File: config.mk
export PLATFORM = sky130hd
export DESIGN_NAME = reglist_sequencer
export DESIGN_NICKNAME = d
export VERILOG_FILES = /design/src/rtl/reglist_sequencer_pkg.sv /design/src/rtl/reglist_prio_enc.sv /design/src/rtl/reglist_sequencer.sv
export SDC_FILE = /design/constraint.sdc
export NUM_CORES = 1
export LEC_CHECK = 0
export CORE_AREA = 2 2 209 211
export CTS_CLUSTER_DIAMETER = 80
export DETAILED_ROUTE_END_ITERATION = 6
export DIE_AREA = 0 0 211 213
export SYNTH_ARGS = -nofsm -noshare
export SYNTH_HDL_FRONTEND = slang
export SYNTH_SLANG_ARGS = --single-unit
File: constraint.sdc
create_clock -name clk -period 8.65 [get_ports clk]
set_input_delay 1.73 -clock clk [delete_from_list [all_inputs] [get_ports clk]]
set_output_delay 1.73 -clock clk [all_outputs]
set_load 0.03 [all_outputs]
File: src/rtl/reglist_sequencer_pkg.sv
// Shared definitions for the register-list transfer sequencer.
//   op_t     : PUSH / POP / STMIA / LDMIA encodings as presented on the op port
//   state_t  : sequencer FSM states
//   LR_I/PC_I: register-file indices that list bit 8 maps onto
package reglist_sequencer_pkg;

  typedef enum logic [1:0] {
    OP_PUSH  = 2'b00,
    OP_POP   = 2'b01,
    OP_STMIA = 2'b10,
    OP_LDMIA = 2'b11
  } op_t;

  typedef enum logic [2:0] {
    ST_IDLE  = 3'd0,
    ST_SETUP = 3'd1,
    ST_XFER  = 3'd2,
    ST_WRITE = 3'd3,
    ST_WB    = 3'd4,
    ST_DONE  = 3'd5
  } state_t;

  localparam logic [3:0] LR_I   = 4'd14;
  localparam logic [3:0] PC_I   = 4'd15;
  localparam int         LIST_W = 9;

  function automatic logic op_is_store(op_t op);
    return (op == OP_PUSH) || (op == OP_STMIA);
  endfunction

endpackage

File: src/rtl/reglist_prio_enc.sv
// Lowest-set-bit encoder for the 9-bit register list (purely combinational).
//   list  in  9  pending register list
//   idx   out 4  index of the lowest set bit (0..8), 0 when list is empty
//   valid out 1  at least one bit set
module reglist_prio_enc
  import reglist_sequencer_pkg::*;
(
  input  logic [LIST_W-1:0] list,
  output logic [3:0]        idx,
  output logic              valid
);

  always_comb begin
    idx   = '0;
    valid = |list;
    // Scan downwards so the lowest set bit is the last one written.
    for (int i = LIST_W - 1; i >= 0; i--) begin
      if (list[i]) idx = 4'(i);
    end
  end

endmodule

File: src/rtl/reglist_sequencer.sv
// Multi-register transfer controller (PUSH/POP/STMIA/LDMIA).
// Walks the register list lowest index first, one req/ack memory beat per register,
// returns load data through the register-file write port and issues the base writeback.
//   clk, rst (async, active-low)
//   start/op/reg_list/base_addr/base_idx : launch request from decode, sampled in IDLE only
//   rd_data  : register-file read data for addr_Rs
//   mem_*    : data-memory beat interface (req held until ack)
//   ld_rd/addr_Rd/w_Rd/pc_load : register-file / PC write strobes for loads
//   wb_valid/wb_is_sp/wb_data  : final SP or Rn writeback
//   busy/done/err              : status
//
// state | meaning
// ------+----------------------------------------------------------
// IDLE  | waiting for start
// SETUP | count list, compute start address
// XFER  | memory beat in flight (mem_req=1) or one-cycle gap (mem_req=0)
// WRITE | load data presented on ld_rd / pc_load
// WB    | base writeback strobe (suppressed when list empty / LDMIA base loaded)
// DONE  | done pulse, busy low
module reglist_sequencer
  import reglist_sequencer_pkg::*;
#(
  parameter int ADDR_W    = 32,
  parameter int DATA_W    = 32,
  parameter int ADDR_STEP = 4
) (
  input  logic              clk,
  input  logic              rst,
  input  logic              start,
  input  logic [1:0]        op,
  input  logic [8:0]        reg_list,
  input  logic [ADDR_W-1:0] base_addr,
  input  logic [2:0]        base_idx,
  input  logic [DATA_W-1:0] rd_data,
  input  logic [DATA_W-1:0] mem_rdata,
  input  logic              mem_ack,
  output logic              busy,
  output logic              done,
  output logic              err,
  output logic              mem_req,
  output logic              mem_we,
  output logic [ADDR_W-1:0] mem_addr,
  output logic [DATA_W-1:0] mem_wdata,
  output logic [3:0]        addr_Rs,
  output logic              ld_rd,
  output logic [3:0]        addr_Rd,
  output logic [DATA_W-1:0] w_Rd,
  output logic              pc_load,
  output logic              wb_valid,
  output logic              wb_is_sp,
  output logic [ADDR_W-1:0] wb_data
);

  localparam logic [ADDR_W-1:0] STEP = ADDR_W'(ADDR_STEP);

  state_t            state;
  op_t               op_q;
  logic [LIST_W-1:0] list_q;
  logic [ADDR_W-1:0] base_q;
  logic [ADDR_W-1:0] start_addr_q;
  logic [3:0]        n_q;
  logic              base_hit_q;
  logic              empty_q;

  logic [3:0]        enc_idx;
  logic              enc_valid;
  logic [3:0]        map_idx;
  logic [3:0]        n_c;
  logic              is_store;
  logic              last_beat;
  logic              wb_en_c;
  logic [LIST_W-1:0] list_after;
  logic [ADDR_W-1:0] setup_addr_c;
  logic [ADDR_W-1:0] wb_val_c;

  reglist_prio_enc u_prio_enc (
    .list  (list_q),
    .idx   (enc_idx),
    .valid (enc_valid)
  );

  always_comb begin
    map_idx = enc_idx;
    if (enc_idx == 4'd8) map_idx = (op_q == OP_PUSH) ? LR_I : PC_I;
    n_c          = 4'($countones(list_q));
    is_store     = op_is_store(op_q);
    list_after   = list_q & ~(LIST_W'(1) << enc_idx);
    last_beat    = (list_after == '0);
    setup_addr_c = (op_q == OP_PUSH) ? base_q - STEP * ADDR_W'(n_c) : base_q;
    wb_val_c     = (op_q == OP_PUSH) ? start_addr_q : base_q + STEP * ADDR_W'(n_q);
    // LDMIA with the base in its own list: the loaded value wins over writeback.
    wb_en_c      = !((op_q == OP_LDMIA) && base_hit_q);
  end

  // Store data comes straight off the register-file read port; addr_Rs is held
  // for the whole beat so this stays stable until ack.
  assign mem_wdata = (mem_req && mem_we) ? rd_data : '0;

  always_ff @(posedge clk or negedge rst) begin
    if (!rst) begin
      state        <= ST_IDLE;
      op_q         <= OP_PUSH;
      list_q       <= '0;
      base_q       <= '0;
      start_addr_q <= '0;
      n_q          <= '0;
      base_hit_q   <= 1'b0;
      empty_q      <= 1'b0;
      busy         <= 1'b0;
      done         <= 1'b0;
      err          <= 1'b0;
      mem_req      <= 1'b0;
      mem_we       <= 1'b0;
      mem_addr     <= '0;
      addr_Rs      <= '0;
      ld_rd        <= 1'b0;
      addr_Rd      <= '0;
      w_Rd         <= '0;
      pc_load      <= 1'b0;
      wb_valid     <= 1'b0;
      wb_is_sp     <= 1'b0;
      wb_data      <= '0;
    end else begin
      case (state)
        ST_IDLE: begin
          if (start) begin
            op_q       <= op_t'(op);
            list_q     <= op[1] ? {1'b0, reg_list[7:0]} : reg_list;
            base_q     <= base_addr;
            base_hit_q <= reg_list[base_idx];
            busy       <= 1'b1;
            state      <= ST_SETUP;
          end
        end

        ST_SETUP: begin
          n_q          <= n_c;
          start_addr_q <= setup_addr_c;
          if (n_c == '0) begin
            empty_q <= 1'b1;
            state   <= ST_WB;
          end else begin
            mem_req  <= 1'b1;
            mem_we   <= is_store;
            mem_addr <= setup_addr_c;
            addr_Rs  <= is_store ? map_idx : 4'd0;
            state    <= ST_XFER;
          end
        end

        ST_XFER: begin
          if (!mem_req) begin
            mem_req <= 1'b1;
            addr_Rs <= is_store ? map_idx : 4'd0;
          end else if (mem_ack) begin
            mem_req  <= 1'b0;
            list_q   <= list_after;
            mem_addr <= mem_addr + STEP;
            if (!is_store) begin
              addr_Rd <= map_idx;
              w_Rd    <= mem_rdata;
              if (map_idx == PC_I) pc_load <= 1'b1;
              else                 ld_rd   <= 1'b1;
              state   <= ST_WRITE;
            end else if (last_beat) begin
              wb_valid <= wb_en_c;
              wb_is_sp <= (op_q == OP_PUSH) || (op_q == OP_POP);
              wb_data  <= wb_val_c;
              state    <= ST_WB;
            end
          end
        end

        ST_WRITE: begin
          ld_rd   <= 1'b0;
          pc_load <= 1'b0;
          if (enc_valid) begin
            mem_req <= 1'b1;
            state   <= ST_XFER;
          end else begin
            wb_valid <= wb_en_c;
            wb_is_sp <= (op_q == OP_PUSH) || (op_q == OP_POP);
            wb_data  <= wb_val_c;
            state    <= ST_WB;
          end
        end

        ST_WB: begin
          wb_valid <= 1'b0;
          wb_is_sp <= 1'b0;
          wb_data  <= '0;
          done     <= 1'b1;
          err      <= empty_q;
          busy     <= 1'b0;
          state    <= ST_DONE;
        end

        ST_DONE: begin
          done    <= 1'b0;
          err     <= 1'b0;
          empty_q <= 1'b0;
          state   <= ST_IDLE;
        end

        default: state <= ST_IDLE;
      endcase
    end
  end

endmodule
==> flow_summary.toml <==
[power]
combPwrFrac = 0.578
finalPower_mw = 6.448
p_leak_nw = 5.771
power.density_nw_per_um2 = 453.8
switching_share = 0.4937
power.switching_mw = 3.183
p_seq_frac = 0.296
ir_drop_mv = 0.3203
internal-power_mw = 3.265
pwr-share-clk = 0.126

[cts]
cts_setup_buffers = 0
postCtsResizedCells = 0
clkSinkCount = 197
ctsLongestPathBuffers = 2
cts_root_buffer = "clkbuf_16"
cts_tree = "built"
htreeDepth = 4
clk_pin_slew_worst_paths_ns = 0.08
numCtsBuffers = 17
insertion_delay_ns = 0.47
hold_buffers = 0

[layout]
antenna_cells = 0
multi_input_comb_area_um2 = 5229
seqCellArea_um2 = 4930
drive_gt1_frac = 0.08919
area_growth_pct = 34.33
fill_cells = 4328
fin_nets = 1444

[grt]
track_usage = 0.1587
grt_pass1_wl_um = 54530
grt_max_degree = 113
overflow = 0
first_global_vias = 9153
antenna_found_initial = 0

[yosys]
synth_top_area_share = 0.4661
syn_nets = 1240
async_flop_share = 1.000
netlist_area_um2 = 10580
synthMuxAreaShare = 0.06979
yosys_warnings = 0
synth_edf_count = 0
synth_most_common_cell = "dfrtp_1"
syn_area_per_cell_um2 = 9.555
synth_compound_area_frac = 0.1670
synthXorXnorAreaFrac = 0.04223
yosysTopAreaCell = "dfrtp_1"
synth-simple-area-share = 0.1836
synth_adder_area_share = 0.02744
ys_top_cells_by_area = "dfrtp_1 (47%), mux2_2 (5.4%), o21ai_0 (4.8%)"
syn_inst = 1107
ys_ff_latch = 197
synth_top_family_by_area = "simple AND/OR/NAND/NOR gates"
synthTopCellsByCount = "dfrtp_1 (197), nand2_1 (132), o21ai_0 (102)"
ys_types = 71
synthFlopType = "dfrtp_1"
yosysSeqAreaShare = 0.4661

[setup_path]
crit_arrival_ns = 5.85
crit_type = "reg2reg"
cp-end-kind = "flip-flop"
r2r_cells = 14
cp_slowest_cell = "fa_1"
required_ns = 9.01
cpPeakStageDelay_ns = 0.57
crit_fanout = 9
startpoint_type = "flip-flop"
path_common_cell = "fa_1"
crit_chain = "fa_1 > inv_1 > fa_1 > fa_1 > fa_1 > fa_1 > xor2_1 > ha_1 > a21o_1 > o21ai_1 > nand3_1 > or4_1 > xor2_1 > a221oi_1"

[route]
wl_per_cell_um = 18.87
drcViolationCount = 0
firstDrtPassIters = 5
post_drt_via_cell_ratio = 4.926
num_vias = 9207
ant_nets = 0
wl_um = 35280
drt_iter0_drc = 766

[die]
start_util = 0.2477
core_um2 = 42700
die_h_um = 213
rows = 76
die_area_um2 = 44940
die_w_um = 211
ios = 259

[sta]
setup-violations-final = 0
clock_skew_ns = 0.01458
fmax_mhz = 182.3
slew_headroom = 0.3047
rsz0062_at_grt = "no"
period_needed_ns = 5.484
tightestPinTransition_ns = 1.040
report.final.slew_viol_count = 0
fin_crit_sh = 0.6340
timing.final.hold_violations = 0
setup-tns-final_ns = 0

[run_status]
run_status = "finished, final reports clean"

[place]
routabilityCongestion = 0.8459
io_buffers = 258
dp_hpwl_um = 26320

[min_path]
min_path_cells = 2
hold_path.class = "reg2reg"

[job]
maxCapViolCount = 0
==> stage by stage <==
step | instance area, um2 | instances | util | hold slack [ns] | worst slack [ns]
6_report | 14210 | 1869 | 0.3328 | 0.4795 | 3.166
5_1_grt | 14210 | 1869 | 0.3328 | 0.5019 | 2.843
4_1_cts | 14210 | 1869 | 0.3328 | 0.4820 | 3.189
3_5_place_dp | 13630 | 1838 | 0.3193 | 0.4642 | 3.250
3_3_place_gp | 13630 | 1838 | 0.3193 | 0.4602 | 3.341
2_1_floorplan | 10580 | 1107 | - | 0.4456 | 3.861
==> power by group through the flow <==
stage	logic, mW	registers (mW)	clock network (mW)
2_1_floorplan	2.12	2.10	0
6_report	3.73	1.91	0.812
4_1_cts	3.75	1.91	0.837
3_3_place_gp	3.69	1.91	0
5_1_grt	4.11	1.99	0.868
3_5_place_dp	3.74	1.92	0
==> flip-flops by register name, summed over array words and instances (netlist names) <==
signal and cells:
pc_load 1, n_q 4, mem_addr 32, done 1, empty_q 1, err 1, mem_we 1, wb_is_sp 1
mem_req 1, state 3, addr_Rs 4, ld_rd 1, op_q 2, w_Rd 32, start_addr_q 32, list_q 9
addr_Rd 4, base_hit_q 1, base_q 32, busy 1, wb_data 32, wb_valid 1
==> worst max-delay path, delay by kind of cell (launching register included) <==
family / cells / cell delay, ns
flops: 1 / 0.49
fa+ha+maj: 6 / 2.69
buf+inv: 1 / 0.05
xor+xnor: 2 / 0.59
simple gates: 2 / 0.80
compound gates: 3 / 0.75
==> path summary, 6_finish.rpt <==
path | startpoint | to | slack, ns
hold reg to reg | start_addr_q[1] | start_addr_q[1] | 0.48
setup / recovery | list_q[0] | mem_addr[29] | 3.17
setup reg to reg | list_q[0] | mem_addr[29] | 3.17
max in group asynchronous | rst | base_q[8] | 6.03
hold / removal | start_addr_q[1] | start_addr_q[1] | 0.48
min in group asynchronous | rst | addr_Rd[2] | 1.41
==> area by class of cell <==
type	instances	share of cell area
Tap cell	546	0.04808
Timing Repair Buffer	269	0.1878
Multi-Input combinational cell	793	0.3680
Sequential cell	197	0.3470
Clock inverter	13	0.01021
Clock buffer	18	0.03020
Inverter	33	0.008718
==> layer usage <==
metal	share of wire	routed length [um]	global-route usage	vias to the layer above
met3	0.063	2223	0.04104	41
met2	0.47	16540	0.2553	305
li1	-	-	-	4359
met5	0	0	0	-
met4	0.023	796	0.05755	0
met1	0.45	15720	0.2057	4502
==> placed cells by master, fill, tap and decap left out, types with 7 or more instances in the layout <==
cell	netlist	final
nor2_1	65	63
nand4_1	16	16
nand2_1	132	130
o21ai_0	102	102
nand3_1	28	28
xor2_1	28	28
clkbuf_16	0	17
or4_1	8	8
dfrtp_1	197	197
a21oi_1	64	64
mux2_2	51	51
or3_1	7	7
fa_1	7	7
nor3_1	25	25
inv_1	33	33
a21o_1	8	8
xnor2_1	23	23
buf_4	0	11
clkdlybuf4s50_1	0	257
ha_1	12	12
a211oi_1	11	11
a221oi_1	12	12
and3_1	44	44
a22o_1	36	36
nand2b_1	9	9
mux2_1	7	7
==> kinds of logic after synthesis <==
group	count (synthesis)
muxes	64
buffers and inverters	117
xor gates and xnor gates	51
adders and majority gates	19
AOI/OAI and AO/OA	279
DFF	197
and+or+nand+nor	380
Power figures use the tool's default switching activity.
